===== config.mk =====
export PLATFORM = sky130hd
export DESIGN_NAME = clk_div_ctrl
export DESIGN_NICKNAME = d
export VERILOG_FILES = /design/src/rtl/clk_div_pkg.sv /design/src/rtl/cyc_timer.sv /design/src/rtl/clk_div_ctrl.sv
export SDC_FILE = /design/constraint.sdc
export NUM_CORES = 1
export LEC_CHECK = 0
export BUFFER_PORTS_ARGS = -buffer_cell sky130_fd_sc_hd__buf_4
export CORE_MARGIN = 2
export CORE_UTILIZATION = 36
export DETAILED_ROUTE_END_ITERATION = 10
export SETUP_SLACK_MARGIN = 0.2
export SYNTH_ARGS = -nofsm -noshare
export SYNTH_HDL_FRONTEND = slang
export SYNTH_SLANG_ARGS = --single-unit

===== constraint.sdc =====
create_clock -name clk -period 2.35 [get_ports clk]
set_input_delay 0.235 -clock clk [delete_from_list [all_inputs] [get_ports clk]]
set_output_delay 0.235 -clock clk [all_outputs]
set_load 0.02 [all_outputs]

===== src/rtl/clk_div_pkg.sv =====
// rtl/clk_div_pkg.sv - shared types and constants for the UART clock divider controller
package clk_div_pkg;

  typedef enum logic [1:0] {
    ST_IDLE    = 2'd0,
    ST_DRAIN   = 2'd1,
    ST_LOAD    = 2'd2,
    ST_RESTART = 2'd3
  } state_t;

  localparam logic [1:0] PRESC_32  = 2'b00;
  localparam logic [1:0] PRESC_16  = 2'b01;
  localparam logic [1:0] PRESC_8   = 2'b10;
  localparam logic [1:0] PRESC_BAD = 2'b11;

  // Reset ratios, also used where the system_clk_div instances are parameterised
  localparam int RST_TX_DIV_C = 128;
  localparam int RST_RX_DIV_C = 4;

  function automatic logic [2:0] presc_shift(input logic [1:0] code);
    logic [2:0] sh;
    case (code)
      PRESC_32: sh = 3'd5;
      PRESC_16: sh = 3'd4;
      PRESC_8:  sh = 3'd3;
      default:  sh = 3'd0;
    endcase
    return sh;
  endfunction

endpackage


===== src/rtl/cyc_timer.sv =====
// rtl/cyc_timer.sv - loadable 4-bit down-counter with a zero flag
module cyc_timer (
  input  logic       clk,
  input  logic       rst,
  input  logic       load,
  input  logic [3:0] load_val,
  input  logic       dec,
  output logic       zero
);

  logic [3:0] count;

  always_ff @(posedge clk) begin
    if (rst) begin
      count <= 4'd0;
    end else if (load) begin
      count <= load_val;
    end else if (dec && count != 4'd0) begin
      count <= count - 4'd1;
    end
  end

  assign zero = (count == 4'd0);

endmodule


===== src/rtl/clk_div_ctrl.sv =====
// rtl/clk_div_ctrl.sv - validates divider requests and applies them via stop/load/restart
module clk_div_ctrl
  import clk_div_pkg::*;
#(
  parameter int RATIO_W       = 8,
  parameter int DRAIN_CYCLES  = 4,
  parameter int SETTLE_CYCLES = 2,
  parameter int RST_TX_DIV    = RST_TX_DIV_C,
  parameter int RST_RX_DIV    = RST_RX_DIV_C
) (
  input  logic               clk,
  input  logic               rst,
  input  logic               cfg_valid,
  output logic               cfg_ready,
  input  logic [RATIO_W-1:0] cfg_tx_div,
  input  logic [1:0]         cfg_prescale,
  output logic [RATIO_W-1:0] tx_ratio,
  output logic [RATIO_W-1:0] rx_ratio,
  output logic               div_en,
  output logic               busy,
  output logic               cfg_done,
  output logic               cfg_err
);

  localparam logic [3:0] DRAIN_LD  = 4'(DRAIN_CYCLES - 1);
  localparam logic [3:0] SETTLE_LD = 4'(SETTLE_CYCLES - 1);

  state_t             state, next_state;
  logic               accept, legal, tmr_zero, tmr_load, tmr_dec;
  logic [2:0]         shift;
  logic [RATIO_W-1:0] rx_calc, shadow_tx, shadow_rx;
  logic               div_en_d, busy_d, ready_d, done_d, err_d;
  logic [3:0]         tmr_val;

  assign accept  = cfg_valid && cfg_ready;
  assign shift   = presc_shift(cfg_prescale);
  assign rx_calc = cfg_tx_div >> shift;
  // Any bit lost by the shift means the divisor is not a whole multiple of the prescale
  assign legal   = (cfg_prescale != PRESC_BAD) && (cfg_tx_div != '0)
                   && ((rx_calc << shift) == cfg_tx_div);

  assign tmr_load = (accept && legal) || (state == ST_LOAD);
  assign tmr_val  = (state == ST_LOAD) ? SETTLE_LD : DRAIN_LD;
  assign tmr_dec  = (state == ST_DRAIN) || (state == ST_RESTART);

  cyc_timer u_timer (
    .clk      (clk),
    .rst      (rst),
    .load     (tmr_load),
    .load_val (tmr_val),
    .dec      (tmr_dec),
    .zero     (tmr_zero)
  );

  always_ff @(posedge clk) begin
    if (rst) begin
      state <= ST_IDLE;
    end else begin
      state <= next_state;
    end
  end

  always_comb begin
    next_state = state;
    case (state)
      ST_IDLE:    if (accept && legal) next_state = ST_DRAIN;
      ST_DRAIN:   if (tmr_zero)        next_state = ST_LOAD;
      ST_LOAD:                         next_state = ST_RESTART;
      ST_RESTART: if (tmr_zero)        next_state = ST_IDLE;
      default:                         next_state = ST_IDLE;
    endcase
  end

  // Outputs are decoded from next_state and registered so they never glitch
  always_comb begin
    div_en_d = !((next_state == ST_DRAIN) || (next_state == ST_LOAD));
    busy_d   = (next_state != ST_IDLE);
    ready_d  = (next_state == ST_IDLE);
    done_d   = (state == ST_RESTART) && (next_state == ST_IDLE);
    err_d    = accept && !legal;
  end

  always_ff @(posedge clk) begin
    if (rst) begin
      div_en    <= 1'b1;
      busy      <= 1'b0;
      cfg_ready <= 1'b1;
      cfg_done  <= 1'b0;
      cfg_err   <= 1'b0;
    end else begin
      div_en    <= div_en_d;
      busy      <= busy_d;
      cfg_ready <= ready_d;
      cfg_done  <= done_d;
      cfg_err   <= err_d;
    end
  end

  always_ff @(posedge clk) begin
    if (rst) begin
      shadow_tx <= RATIO_W'(RST_TX_DIV);
      shadow_rx <= RATIO_W'(RST_RX_DIV);
      tx_ratio  <= RATIO_W'(RST_TX_DIV);
      rx_ratio  <= RATIO_W'(RST_RX_DIV);
    end else begin
      if (accept && legal) begin
        shadow_tx <= cfg_tx_div;
        shadow_rx <= rx_calc;
      end
      if (state == ST_DRAIN && tmr_zero) begin
        tx_ratio <= shadow_tx;
        rx_ratio <= shadow_rx;
      end
    end
  end

endmodule


==> impl.org, run 1 <==
** Outcome
- The flow ran to the end, and the final reports show no timing, DRC or antenna violations.

** Cells and area
- In the final design database the tool counted 243 nets.
- 0 antenna diodes ended up in the layout.
- Share of final-layout standard cells stronger than drive strength 1 :: 25.4%
- Cells fill 46.0% of the core in the end.
- Synthesis-to-layout area growth :: 21.1%

** Timing
- Final setup fails :: 0
- Setup repair after global routing left no endpoint under its margin.
- Tightest Pin Transition :: 490 ps
- Final Worst Setup Slack :: 561 ps
- Max-slew violation count :: 0
- After layout, the minimum clock period comes to 1790 ps.
- After layout, the worst path uses 76.1% of the clock period.
- Highest clock rate :: 559 MHz
- For the final routed database, the setup TNS stands at 0 ps.
- The worst pin sits at a relative slew slack of 67.1%.
- Total count of hold-check failures in the final report :: 0
- Clock Skew :: 6.20 ps

** CTS
- CTS placed an instance of clkbuf_8 at the clock tree root.
- Buffers inserted by post-CTS timing repair :: 0
- In this run, post-CTS hold repair placed 0 buffers.
- TritonCTS built the clock tree.
- For the worst-skew pair, the clock arrives at the later sink with an insertion delay of 290 ps.
- Clock transition at the registers of the reported paths :: 80 ps
- In this run the deepest clock path goes through 2 buffers.
- For this design, the sink count on the clock tree is 43.
- Number of buffers added by the clock tree synthesis step :: 5
- Once the clock tree was built, the resizer swapped 0 gates to a different size.
- The H-tree was split into 2 levels.

** Die
- Once the floorplan was initialized, standard cells occupied 38.0% of the core.
- Row generation in the floorplan step produced 25 rows.
- Number of primary I/O pins :: 34
- Die area :: 5630 sq um
- The floorplan step set the die width to 75.1 um.
- Vertical die dimension :: 75.1 um
- Placeable core region :: 4790 sq um

** Routing
- Starting DRC count in detailed routing :: 82
- Antenna Nets Post-Route :: 0
- Remaining design rule violation count :: 0
- Via density per instance :: 4.93
- For this block, the via count after detailed routing is 1455.
- Routed wire length per instance :: 13.1 um
- Wire length reported by the detailed router :: 3870 um
- First-pass detailed-route iteration total :: 4

** Yosys
- Count leader, synth :: dfxtp_1
- Of the post-synthesis cell area, the dominant cell type holds 47.4%.
- Main synth FF type :: dfxtp_1
- Yosys reg bits :: 43
- The commonest cells after synthesis are dfxtp_1, nand2_1, a21oi_1.
- In the post-synthesis netlist, the biggest area contributors are dfxtp_1, nand2_1, a21oi_1, o31ai_1, mux4_2.
- Of all cell types, the one taking the most synthesized area is dfxtp_1.
- Mean post-synth cell area :: 9.18 sq um
- Of the synthesized area, sequential elements account for 47.4%.
- In this run the cell area of the synthesized design comes to 1820 sq um.
- Post-synthesis net count :: 214
- For this run, asynchronously set or reset flops after synthesis account for 0%.
- Total of warnings raised by yosys :: 0
- Count of distinct cell types in the synthesized netlist :: 41
- Number of flops mapped to enable cells by yosys :: 0
- Synthesized netlist cell count :: 198

** Power and ir drop
- Peak supply drop :: 0.404 mV
- Power consumption :: 1.76 mW
- For this design the ratio of total power to cell area is 799 nW/um^2.
- In this run the static leakage power is 0.866 nW.

** Worst hold path
- The min-delay analysis places its worst path in the category primary input to register.

** Critical path
- The worst setup path is of the register to register kind.
- Data required time of the worst path :: 2510 ps
- Data arrival time of the critical path :: 1950 ps
- STA classifies the critical path startpoint as a register.
- Maximum fanout along the worst path :: 16
- The worst setup path is captured at a register.

** Global routing
- The first global-routing pass estimated 6440 um of wire.
- The number of antenna violations at the first check in global routing is 0.
- Aggregate global-route resource usage :: 15.3%
- Via count of the first global-routing pass :: 1344
- For this run the aggregate overflow at the end of global routing stands at 0.
- Pin count of the biggest net entering global routing :: 36

** Placed design
- OpenSTA, run right after detailed placement, puts the worst setup slack at 354 ps.
- Port buffering added 33 buffers.
- Last weighted congestion value of the routability-driven placer :: 0.798
- Once detailed placement completed, the half-perimeter wirelength came to 2610 um.

** Flow run
- Number of maximum-capacitance constraint violations :: 0
## stage by stage
step | cell area, sq um | std cells | hold WS (ps)
after global routing | 2200 | 295 | 236
after floorplan | 1820 | 198 | 385
after global placement | 2120 | 287 | 440
final | 2200 | 295 | 226
after detailed placement | 2120 | 287 | 446
after CTS | 2200 | 295 | 223
## cell families after synthesis
family,synth area share [%]
compound gates,16.1
xor+xnor,0.964
fa+ha+maj,2.06
buf+inv,4.27
flops,47.4
mux,7.36
simple gates,21.9
## routing by layer
metal,part of all wire (%),global-route usage (%)
met2,43,21.3
met1,52,21.4
met4,1.1,7.94
met5,0,0
met3,4.7,4.15
## final timing paths
check,startpoint,endpoint,slack [ps],cells past startpoint
worst min-delay path,cfg_valid,cfg_err$_SDFF_PP0_,230,3
worst max register to register,u_timer.count[0]$_SDFFE_PP0P_,tx_ratio[7]$_SDFFE_PP1P_,560,6
worst max-delay path,u_timer.count[0]$_SDFFE_PP0P_,tx_ratio[7]$_SDFFE_PP1P_,560,6
worst min register to register,tx_ratio[3]$_SDFFE_PP0P_,tx_ratio[3]$_SDFFE_PP0P_,460,2
## final cells by class
type                            count  area [sq um]
Clock inverter                      1          5.00
Tap cell                           67          83.8
Timing Repair Buffer               38           285
Sequential cell                    43           861
Clock buffer                        7          76.3
Fill cell                         473          2580
Multi-Input combinational cell    136           880
Inverter                            3          11.3
## registers in the layout, summed over array words and instances (netlist names)
register / cells
busy: 1
state: 2
rx_ratio: 8
tx_ratio: 8
cfg_err: 1
cfg_done: 1
u_timer.count: 4
div_en: 1
cfg_ready: 1
shadow_rx: 8
shadow_tx: 8
## cells in the final DEF (no fill, tap or decap), drive strengths merged, types with 3 or more instances in the layout
cell    instances
or2             3
mux2i           4
nand2          36
nand4           6
inv             3
o31ai           8
and3            7
nor3            6
nand3           4
mux4            3
dfxtp          43
nor2            9
buf            38
ha              3
a21oi          23
clkbuf          7
## power breakdown
group,switching [mW],internal [mW]
logic,0.260,0.198
clock network,0.248,0.209
registers,0.0563,0.789
total,0.564,1.20
## critical path, cell delays in order, from the launching register on
cell       delay [ps]
dfxtp_1           330
inv_1              70
ha_1              200
nand4bb_1         320
or2_2             540
nand2_1           120
nand3_1            70
No activity file was read; power rests on OpenSTA's default activity.
==> inputs of run 2 (changes only) <==
--- a/config.mk
+++ b/config.mk
@@ -5,6 +5,7 @@
 export SDC_FILE = /design/constraint.sdc
 export NUM_CORES = 1
 export LEC_CHECK = 0
+export ABC_AREA = 1
 export BUFFER_PORTS_ARGS = -buffer_cell sky130_fd_sc_hd__buf_4
 export CORE_MARGIN = 2
 export CORE_UTILIZATION = 36
==> constraint.sdc (replaced) <==
create_clock -name clk -period 1.82 [get_ports clk]
set_input_delay 0.182 -clock clk [delete_from_list [all_inputs] [get_ports clk]]
set_output_delay 0.182 -clock clk [all_outputs]
set_load 0.02 [all_outputs]
==> run 2 against run 1 <==
  * Design area up 0.85%
  * Hold slack worse by 81 ps
  * Critical path depth up 3
  * Area after synthesis is 0.62% lower
  * Non-clock buffer count is 2 lower
  * Utilization increased by 0.39 points
  * First-iteration DRC count fell by 13%
  * Global-route usage shrank 1.7 points
  * Die area decreased by 0.60%
  * Final cell count is 13% higher
  * Fmax rose by 16%
  * Largest cell class is now sequential cells
==> impl.org, run 2 <==
** Outcome
- Outcome :: finished, final reports clean

** Routing
- Via density per instance :: 4.45
- Routed wire length per instance :: 10.6 um
- The final route contains 1485 vias.
- Wire length reported by the detailed router :: 3550 um
- Antenna Nets Post-Route :: 0
- The pre-antenna-repair detailed-routing pass consisted of 4 iterations.
- After detailed routing, the number of remaining DRC violations is 0.
- The detailed router finished its first iteration with 71 violations.

** CTS
- Num Clock Sinks :: 43
- After clock tree synthesis, the clock-pin slew on the worst setup and hold paths is 80 ps.
- Number of buffers added by the clock tree synthesis step :: 5
- Root buffer cell :: clkbuf_8
- TritonCTS clock tree :: yes
- Clock latency at the later pin of the worst-skew pair :: 280 ps
- The H-tree generated during clock tree synthesis spans 2 levels.
- Counting along the longest clock path gives a buffer depth of 2.
- CTS hold repair buffers :: 0

** Yosys
- Number of flops mapped to enable cells by yosys :: 0
- Summing the areas of all and, or, nand and nor instances in the mapped netlist gives 26.4% of the synthesized area.
- Fraction of synthesized cell area in xor and xnor cells :: 0.485%
- Mean post-synth cell area :: 7.75 sq um
- Yosys printed 0 warnings.
- The number of nets in the synthesized netlist is 249.
- The share of the Yosys chip area taken by registers is 47.6%.
- After synthesis, the share of flip-flops with an asynchronous set or reset is 0%.
- Synthesis produced 233 cells.
- Count of distinct cell types in the synthesized netlist :: 31
- The most used flip-flop cell after synthesis is dfxtp_1.
- Area fraction of the dominant cell type after synthesis :: 47.6%
- In this run the cell area of the synthesized design comes to 1810 sq um.
- Summing the areas of all compound-gate instances in the mapped netlist gives 13.6% of the synthesized area.
- dfxtp_1 is the most common cell in the netlist.
- By area the synthesized netlist is led by dfxtp_1, nor2_1, nand2_1, o21ai_0, inv_1.
- The synthesized design contains 43 register bits.
- Library cell with the largest summed area after synthesis :: dfxtp_1
- Multiplexer share of the synthesized area :: 0%
- The commonest cells after synthesis are dfxtp_1, nor2_1, nand2_1.
- Adder and majority cell fraction of the synthesized area :: 2.08%
- After synthesis, the largest family of logic cells by area is simple AND/OR/NAND/NOR gates.

** Global routing
- Global routing used 13.6% of the available tracks across all layers.
- Global-route wire length before repair :: 5910 um
- The via count of the first global-routing pass was 1359.
- Pin count of the biggest net entering global routing :: 26
- Leftover overflow at the end of global routing :: 0
- Antenna violations before repair :: 0

** Timing
- Clock Skew :: 6.16 ps
- Setup violations remaining at the end of the flow were counted as 0.
- The final critical path takes up 85.0% of the cycle.
- For the pin with the worst max-slew slack, the measured transition is 286 ps.
- Highest clock rate :: 646 MHz
- Total count of hold-check failures in the final report :: 0
- The tightest hold path in the finished design has a slack of 145 ps.
- In this run the tightest slew margin relative to its limit is 80.9%.
- Max-slew violation count :: 0
- Min Tclk post-route :: 1550 ps
- RSZ-0062 raised after global routing :: false
- Setup total negative slack on the finished layout was measured at 0 ps.

** Power and ir drop
- Internal power comes to 1.68 mW.
- Static Leakage :: 0.987 nW
- Comb pwr share :: 24.3%
- Clock power frac :: 30.2%
- Peak supply drop :: 0.536 mV
- In this run the power density over the cells is 1070 nW/um^2.
- Net switching power :: 703 uW
- Relative contribution of sequential cells to total power :: 45.4%
- Net switching is 29.5% of the power.

** Placed design
- Detailed placer's ending HPWL :: 2520 um
- Last weighted congestion value of the routability-driven placer :: 0.818
- Area after DPL :: 2090 sq um
- Number of buffers added on ports :: 33

** Cells and area
- Across the whole layout, storage elements account for 862 sq um.
- The net count of the finished layout is 282.
- Counting the fill cells in the layout gives 516.
- Combined area of the multi-input logic cells :: 788 sq um
- Non-Filler Cell Area, Final :: 2220 sq um
- Most common cell after layout, fill and taps aside :: dfxtp_1
- From synthesis to final layout, the design area changed by 22.9%.
- Commonest non-fill, non-tap cells in the layout :: dfxtp_1, nor2_1, nand2_1, buf_4, o21ai_0
- Share of final-layout standard cells stronger than drive strength 1 :: 26.2%
- The number of antenna diodes in the final layout is 0.

** Critical path
- Data arrival time of the critical path :: 1730 ps
- CP startpoint kind :: register
- Maximum fanout along the worst path :: 3
- The setup path with the least slack is of type register to register.
- For the worst setup path, the data required time is 2000 ps.
- The worst setup path is captured at a register.

** Die
- From bottom edge to top edge, the die measures 74.8 um.
- The floorplan has 25 rows.
- The die covers 5600 sq um.
- Starting density of the core :: 37.8%
- Die boundary width :: 74.8 um
- Placeable core region :: 4790 sq um
- For this design the top-level I/O count stands at 34.

** Worst hold path
- Min-Delay Path Class :: primary input to register

** Flow run
- Number of maximum-capacitance constraint violations :: 0
[run 2: changes by cell type after synthesis, moves of 4 or more]
cell	previous run	this run
nor2_1	9	42
o21ai_0	1	23
inv_1	3	20
a21oi_1	23	9
nand3_1	3	12
clkbuf_1	11	3
and3_1	7	0
o31ai_1	7	0
inv_2	0	6
buf_6	0	4
mux2i_1	4	0
nand2_2	0	4
nor3_1	5	1
[run 2: repair_timing]
action	4_1_cts	5_1_grt
pin swaps	1	3
hold endpoints to repair	0	0
endpoints found under the setup margin	1	6
setup buffers	0	0
resized for setup	2	5
[run 2: layout make-up]
class	instances	area share [%]
inverters	27	4.68
multi-input cells	153	35.5
repair buffers	36	12.2
well taps	67	3.77
clock buffers	5	3.10
flip-flops and latches	43	38.8
clock inverters	3	1.97
[run 2: logic make-up (layout without fill, tap and decap cells)]
family | Yosys count | after routing
and+or+nand+nor | 106 | 106
adders and majority gates | 3 | 3
xor gates and xnor gates | 1 | 1
DFF | 43 | 43
buffers and inverters | 37 | 71
AOI/OAI and AO/OA | 43 | 43
[run 2: metrics by stage]
step	worst slack, ps	total power [mW]	cells	utilization, %
floorplan	249	1.48	233	-
CTS	215	2.42	334	46.0
finish	273	2.39	334	46.4
global route	168	2.55	334	46.4
global placement	240	1.68	326	43.6
detailed placement	190	1.68	326	43.6
[run 2: power groups by stage]
stage	logic, mW	clock network [mW]	registers (mW)
after floorplan	0.282	0	1.20
after global placement	0.569	0	1.11
after detailed placement	0.573	0	1.11
after CTS	0.577	0.753	1.09
after global routing	0.656	0.794	1.10
final	0.581	0.722	1.08
[run 2: routing by layer]
metal / vias up / track usage, % / wire length, um
li1: 808 / - / -
met3: 2 / 2.95 / 132
met4: 0 / 4.76 / 22
met2: 20 / 22.0 / 1630
met5: - / 0 / 0
met1: 655 / 18.0 / 1770
[run 2: final timing paths]
| kind | from | to | slack [ps] | cells past startpoint |
|---|---|---|---|---|
| max | u_timer.count[1]$_SDFFE_PP0P_ | cfg_ready$_SDFF_PP1_ | 270 | 9 |
| min | cfg_tx_div[7] | shadow_tx[7]$_SDFFE_PP1P_ | 150 | 3 |
| min reg2reg | shadow_rx[6]$_SDFFE_PP0P_ | shadow_rx[6]$_SDFFE_PP0P_ | 440 | 2 |
| max reg2reg | u_timer.count[1]$_SDFFE_PP0P_ | cfg_ready$_SDFF_PP1_ | 270 | 9 |
[run 2: worst max-delay path: stages, from the launching register on]
cell and delay (ps):
dfxtp_2 330, inv_2 90, ha_4 150, nand3_2 80, nor2_2 120, nand2_1 110
nand2_1 80, inv_1 60, ha_1 160, or2_2 260
